<file path="config.mk">
export PLATFORM = sky130hd
export DESIGN_NAME = fpu_wb_sched
export DESIGN_NICKNAME = d
export VERILOG_FILES = /design/src/rtl/fpu_wb_sched.sv
export SDC_FILE = /design/constraint.sdc
export NUM_CORES = 1
export LEC_CHECK = 0
export ABC_AREA = 1
export CAP_MARGIN = 20
export CORE_MARGIN = 2
export CORE_UTILIZATION = 29
export CTS_CLUSTER_DIAMETER = 100
export DETAILED_ROUTE_END_ITERATION = 16
export PLACE_DENSITY = 0.78
export SLEW_MARGIN = 20
export SYNTH_ARGS = -nofsm -noshare
export SYNTH_HDL_FRONTEND = slang
export SYNTH_SLANG_ARGS = --single-unit
</file>
<file path="constraint.sdc">
create_clock -name clk -period 1.8 [get_ports clk]
set_input_delay 0.27 -clock clk [delete_from_list [all_inputs] [get_ports clk]]
set_output_delay 0.27 -clock clk [all_outputs]
set_load 0.05 [all_outputs]
</file>
<file path="src/rtl/fpu_wb_sched.sv">
// Issue/writeback scheduler for the fixed-latency FP units: a latency-indexed
// reservation shift register tracks in-flight ops and stalls result-bus collisions.
module fpu_wb_sched #(
    parameter int TAG_W    = 5,
    parameter int LAT_ADD  = 1,
    parameter int LAT_MUL  = 1,
    parameter int LAT_DIV  = 3,
    parameter int LAT_SQRT = 2,
    parameter int LAT_CVT  = 1,
    parameter int MAX_LAT  = 4
) (
    input  logic                           clk,
    input  logic                           rstn,
    input  logic                           in_valid,
    output logic                           in_ready,
    input  logic [3:0]                     in_op,
    input  logic [TAG_W-1:0]               in_tag,
    input  logic                           flush,
    input  logic [31:0]                    add_res,
    input  logic [31:0]                    mul_res,
    input  logic [31:0]                    div_res,
    input  logic [31:0]                    sqrt_res,
    input  logic [31:0]                    floor_res,
    input  logic [31:0]                    ftoi_res,
    input  logic [31:0]                    itof_res,
    input  logic                           cmp_eq,
    input  logic                           cmp_lt,
    output logic                           wb_valid,
    output logic [TAG_W-1:0]               wb_tag,
    output logic [31:0]                    wb_data,
    output logic                           wb_is_int,
    output logic                           illegal,
    output logic [$clog2(MAX_LAT+1)-1:0]   outstanding
);
    localparam int LW = $clog2(MAX_LAT + 2);
    localparam int CW = $clog2(MAX_LAT + 1);

    localparam logic [2:0] SEL_ADD   = 3'd0;
    localparam logic [2:0] SEL_MUL   = 3'd1;
    localparam logic [2:0] SEL_DIV   = 3'd2;
    localparam logic [2:0] SEL_SQRT  = 3'd3;
    localparam logic [2:0] SEL_FLOOR = 3'd4;
    localparam logic [2:0] SEL_FTOI  = 3'd5;
    localparam logic [2:0] SEL_ITOF  = 3'd6;
    localparam logic [2:0] SEL_CMP   = 3'd7;

    logic [MAX_LAT:1]   valid_q, valid_d;
    logic [MAX_LAT:1]   cmp_q, cmp_d;
    logic [2:0]         sel_q [MAX_LAT:1];
    logic [2:0]         sel_d [MAX_LAT:1];
    logic [TAG_W-1:0]   tag_q [MAX_LAT:1];
    logic [TAG_W-1:0]   tag_d [MAX_LAT:1];
    logic [CW-1:0]      cnt_q, cnt_d;
    logic               illegal_q, illegal_d;

    logic [LW-1:0]      lat;
    logic [2:0]         sel_new;
    logic               legal, cmp_new, accept;
    logic [MAX_LAT+1:1] valid_ext;

    always_comb begin
        lat     = LW'(1);
        sel_new = SEL_ADD;
        legal   = 1'b1;
        case (in_op)
            4'd0, 4'd1:       begin lat = LW'(LAT_ADD);  sel_new = SEL_ADD;  end
            4'd2:             begin lat = LW'(LAT_MUL);  sel_new = SEL_MUL;  end
            4'd3:             begin lat = LW'(LAT_DIV);  sel_new = SEL_DIV;  end
            4'd4:             begin lat = LW'(LAT_SQRT); sel_new = SEL_SQRT; end
            4'd5:             begin lat = LW'(LAT_CVT);  sel_new = SEL_FLOOR; end
            4'd6:             begin lat = LW'(LAT_CVT);  sel_new = SEL_FTOI; end
            4'd7:             begin lat = LW'(LAT_CVT);  sel_new = SEL_ITOF; end
            4'd8, 4'd9:       begin lat = LW'(1);        sel_new = SEL_CMP;  end
            default:          legal = 1'b0;
        endcase
    end

    assign cmp_new = (in_op == 4'd9) ? cmp_lt : cmp_eq;

    // Slot L+1 shifts into slot L at this edge; a zero pad makes MAX_LAT ops never stall.
    assign valid_ext = {1'b0, valid_q};
    assign in_ready  = !flush && !valid_ext[lat + LW'(1)];
    assign accept    = in_valid && in_ready;

    always_comb begin
        valid_d = '0;
        cmp_d   = '0;
        for (int i = 1; i <= MAX_LAT; i++) begin
            sel_d[i] = '0;
            tag_d[i] = '0;
        end
        for (int i = 1; i < MAX_LAT; i++) begin
            valid_d[i] = valid_q[i+1];
            cmp_d[i]   = cmp_q[i+1];
            sel_d[i]   = sel_q[i+1];
            tag_d[i]   = tag_q[i+1];
        end
        if (flush) begin
            valid_d = '0;
        end else if (accept && legal) begin
            for (int i = 1; i <= MAX_LAT; i++) begin
                if (lat == LW'(i)) begin
                    valid_d[i] = 1'b1;
                    cmp_d[i]   = cmp_new;
                    sel_d[i]   = sel_new;
                    tag_d[i]   = in_tag;
                end
            end
        end
        cnt_d = '0;
        for (int i = 1; i <= MAX_LAT; i++) begin
            cnt_d = cnt_d + CW'(valid_d[i]);
        end
        illegal_d = accept && !legal;
    end

    always_ff @(posedge clk) begin
        if (!rstn) begin
            valid_q   <= '0;
            cmp_q     <= '0;
            for (int i = 1; i <= MAX_LAT; i++) begin
                sel_q[i] <= '0;
                tag_q[i] <= '0;
            end
            cnt_q     <= '0;
            illegal_q <= 1'b0;
        end else begin
            valid_q   <= valid_d;
            cmp_q     <= cmp_d;
            sel_q     <= sel_d;
            tag_q     <= tag_d;
            cnt_q     <= cnt_d;
            illegal_q <= illegal_d;
        end
    end

    always_comb begin
        wb_valid  = valid_q[1];
        wb_tag    = '0;
        wb_data   = '0;
        wb_is_int = 1'b0;
        if (valid_q[1]) begin
            wb_tag    = tag_q[1];
            wb_is_int = (sel_q[1] == SEL_FTOI) || (sel_q[1] == SEL_CMP);
            case (sel_q[1])
                SEL_ADD:   wb_data = add_res;
                SEL_MUL:   wb_data = mul_res;
                SEL_DIV:   wb_data = div_res;
                SEL_SQRT:  wb_data = sqrt_res;
                SEL_FLOOR: wb_data = floor_res;
                SEL_FTOI:  wb_data = ftoi_res;
                SEL_ITOF:  wb_data = itof_res;
                default:   wb_data = {31'b0, cmp_q[1]};
            endcase
        end
    end

    assign illegal     = illegal_q;
    assign outstanding = cnt_q;
endmodule

</file>
==> flow_metrics.py, run 1 <==
metrics = {
    "floorplan": {
        "floorplan.rows": 38,
        "die_w_um": 109.3,
        "die_area_um2": 11940,
        "die_h_um": 109.3,
        "pin_count": 283,
        "start_util_pct": 29.64,
        "core_um2": 10840,
    },
    "finish": {
        "layout.nets": 1164,
        "stdcell_count": 1064,
        "final_area_um2": 7913,
        "final_core_util_pct": 72.99,
        "drive_above_1_share_pct": 24.13,
        "area_growth_pct": 146.3,
        "insertedDiodeCount": 0,
    },
    "global_route": {
        "antenna_found_initial": 0,
        "top_usage_layer": "met2",
        "grt_usage_pct": 29.35,
        "grt_pass1_vias": 5098,
        "met3_usage_pct": 8.129,
        "grt_util_met1_pct": 33.75,
        "gr-total-overflow": 0,
        "use_met2_pct": 50.27,
        "grt_max_degree": 23,
        "grt_pass1_wl_um": 26580,
    },
    "placement": {
        "placedInstanceArea_um2": 7218,
        "dp.cells": 1038,
        "dp_hpwl_um": 14050,
        "gp_congestion": 0.9118,
        "portBuffers": 281,
        "place_ws_ns": -0.4366,
    },
    "detailed_routing": {
        "wl_um": 18970,
        "ant_nets": 0,
        "post-route-drc-count": 0,
        "drtIter0Drc": 362,
        "vias": 5285,
        "first_pass_iters": 5,
        "wire_per_inst_um": 17.83,
        "via_per_inst": 4.967,
    },
    "critical_path": {
        "cp_slowest_stage_delay_ns": 0.37,
        "worstPathRequired_ns": 1.53,
        "cp_slowest_cell": "dfxtp_4",
        "rrSetupSlack_ns": 0.24,
        "critPathCaptureType": "output pin",
        "crit_buf_inv": 6,
        "crit_top_cell": "buf_6",
        "cp-start-kind": "register",
        "cp_max_fo": 6,
        "path_class": "register to output pin",
        "path_cells": "buf_4 > nand3_4 > inv_8 > buf_6 > buf_16 > buf_6 > a211oi_4 > a21oi_4 > buf_12",
        "critical_path_arrival_ns": 1.81,
        "path_delay_family": "buffers and inverters",
    },
    "timing": {
        "period_needed_ns": 2.082,
        "rsz0062_at_grt": "true",
        "maxSlewViolCount": 0,
        "fmax_ghz": 0.4804,
        "final-setup-viol-count": 32,
        "finalHoldViolCount": 0,
        "timing.slew.headroom_pct": 65.95,
        "holdWs_ns": 0.4203,
        "tightest_slew_ns": 0.5092,
        "period_share_pct": 115.7,
        "worst_slack_ns": -0.2818,
        "clock-skew-final_ns": 0.007791,
        "tns_ns": -6.622,
    },
    "power_and_ir_drop": {
        "vdd_drop_max_mv": 0.5801,
        "p_leak_nw": 3.286,
        "power_mw": 2.583,
        "powerDensity_nw_per_um2": 326.5,
    },
    "cts": {
        "htree_levels": 2,
        "cts_tree": "done",
        "cts_buffers": 5,
        "clock-root-buffer": "clkbuf_8",
        "cts_sinks": 33,
        "clkTransAtPathRegs_ns": 0.07,
        "clk_latency_ns": 0.28,
        "clk_path_buf_depth": 2,
        "holdBufCountCts": 0,
    },
    "yosys": {
        "synth_area_leaders": "nand2_1 (22%), dfxtp_1 (21%), inv_1 (13%)",
        "yosys_warnings": 0,
        "synthesis.instances": 598,
        "synth_top_area_cell": "nand2_1",
        "yosysTopAreaCellShare_pct": 21.96,
        "synth_seq_area_share_pct": 20.56,
        "ys_types": 28,
        "synth-seq-cells": 33,
        "synth_area_um2": 3213,
        "avgSynthCellArea_um2": 5.373,
    },
    "outcome": {
        "status": "finished, violations left",
        "violations": "negative setup slack",
    },
    "flow_run": {
        "cap_violations": 0,
    },
    "hold_path": {
        "hp-class": "register to register",
    },
}
logic make-up after synthesis:
| logic type | count (synthesis) | synth area share, % |
|---|---|---|
| adder cells (fa/ha/maj) | 1 | 0.6231 |
| flip-flops | 33 | 20.56 |
| buffers and inverters | 145 | 17.68 |
| other | 1 | 0.1167 |
| AO/OA/AOI/OAI | 141 | 25.90 |
| AND/OR/NAND/NOR | 277 | 35.12 |
layout by cell type, fill, tap and decap left out, types with 4 or more instances in the layout:
cell,count
clkbuf_8,6
o21ai_2,15
a21oi_1,22
buf_12,46
nor2_1,33
o21ai_1,19
a21oi_2,5
nand3_2,9
nand3_1,32
clkdlybuf4s50_1,237
inv_2,4
inv_1,102
a31oi_4,4
dlygate4sd2_1,4
buf_6,11
buf_4,48
nand2_1,180
dfxtp_1,29
nor2_2,5
a41oi_2,18
a41oi_4,4
a211oi_2,5
a22oi_2,4
nor2_4,4
nand2_2,9
o21ai_0,31
a21oi_4,7
metal layers:
layer | part of all wire, % | vias to the layer above
li1 | - | 2565
met1 | 37 | 2398
met2 | 49 | 257
met3 | 9.6 | 65
met4 | 4.4 | 0
met5 | 0 | -
synthesized netlist by cell type:
| cell | n |
|---|---|
| a41oi_1 | 22 |
| o22ai_1 | 2 |
| o211ai_1 | 1 |
| clkbuf_1 | 23 |
| a22oi_1 | 4 |
| a31oi_1 | 4 |
| nand4_1 | 3 |
| nand2_1 | 188 |
| buf_6 | 1 |
| nor2_2 | 1 |
| o21a_1 | 1 |
| o21ai_0 | 66 |
| inv_1 | 110 |
| buf_1 | 2 |
| o2111a_1 | 1 |
| a21oi_1 | 34 |
| buf_4 | 2 |
| nor2_1 | 40 |
| nand3_1 | 39 |
| a211oi_1 | 6 |
| buf_2 | 7 |
| nand2_2 | 1 |
| nand3_2 | 3 |
| nor2_4 | 1 |
| fa_1 | 1 |
| dfxtp_1 | 33 |
| nor3_1 | 1 |
| conb_1 | 1 |
tightest hold or removal path, delay by kind of cell, from the launching register on:
| family | cells | cell delay [ns] |
|---|---|---|
| flops | 1 | 0.29 |
| simple gates | 2 | 0.09 |
final timing paths:
path / startpoint / end / cells after the start
setup / recovery: sel_q[2] / wb_data[15] / 9
hold / removal: sel_q[8] / sel_q[5] / 2
setup reg to reg: valid_q[3] / outstanding[0] / 10
hold reg to reg: sel_q[8] / sel_q[5] / 2
timing repair:
action	in CTS	in global routing
cloned	4	2
buffers inserted	7	6
resized for setup	113	35
endpoints found under the setup margin	35	33
pin swaps	33	20
area by class of cell:
class	instances	area, um2
repair buffers	352	3960
fillers	859	2928
multi-input cells	422	2587
flip-flops and latches	33	673.1
inverters	110	430.4
well taps	140	175.2
clock buffers	7	86.33
flip-flops by register name, summed over array words and instances, names as in the netlist:
name	flops
cmp_q	3
sel_q	9
tag_q	15
outstanding	2
valid_q	3
illegal	1
report_power, final:
group,total [mW],internal (mW),switching (mW)
combinational,1.28,0.743,0.533
sequential,0.752,0.742,0.0101
clock,0.555,0.303,0.252
Power figures use the tool's default switching activity.
==> inputs of run 2 (changes only) <==
- GPL_ROUTABILITY_DRIVEN: unset -> 0
==> results of run 2 <==
No change in the layout: final DEF, timing and power equal those of run 1.
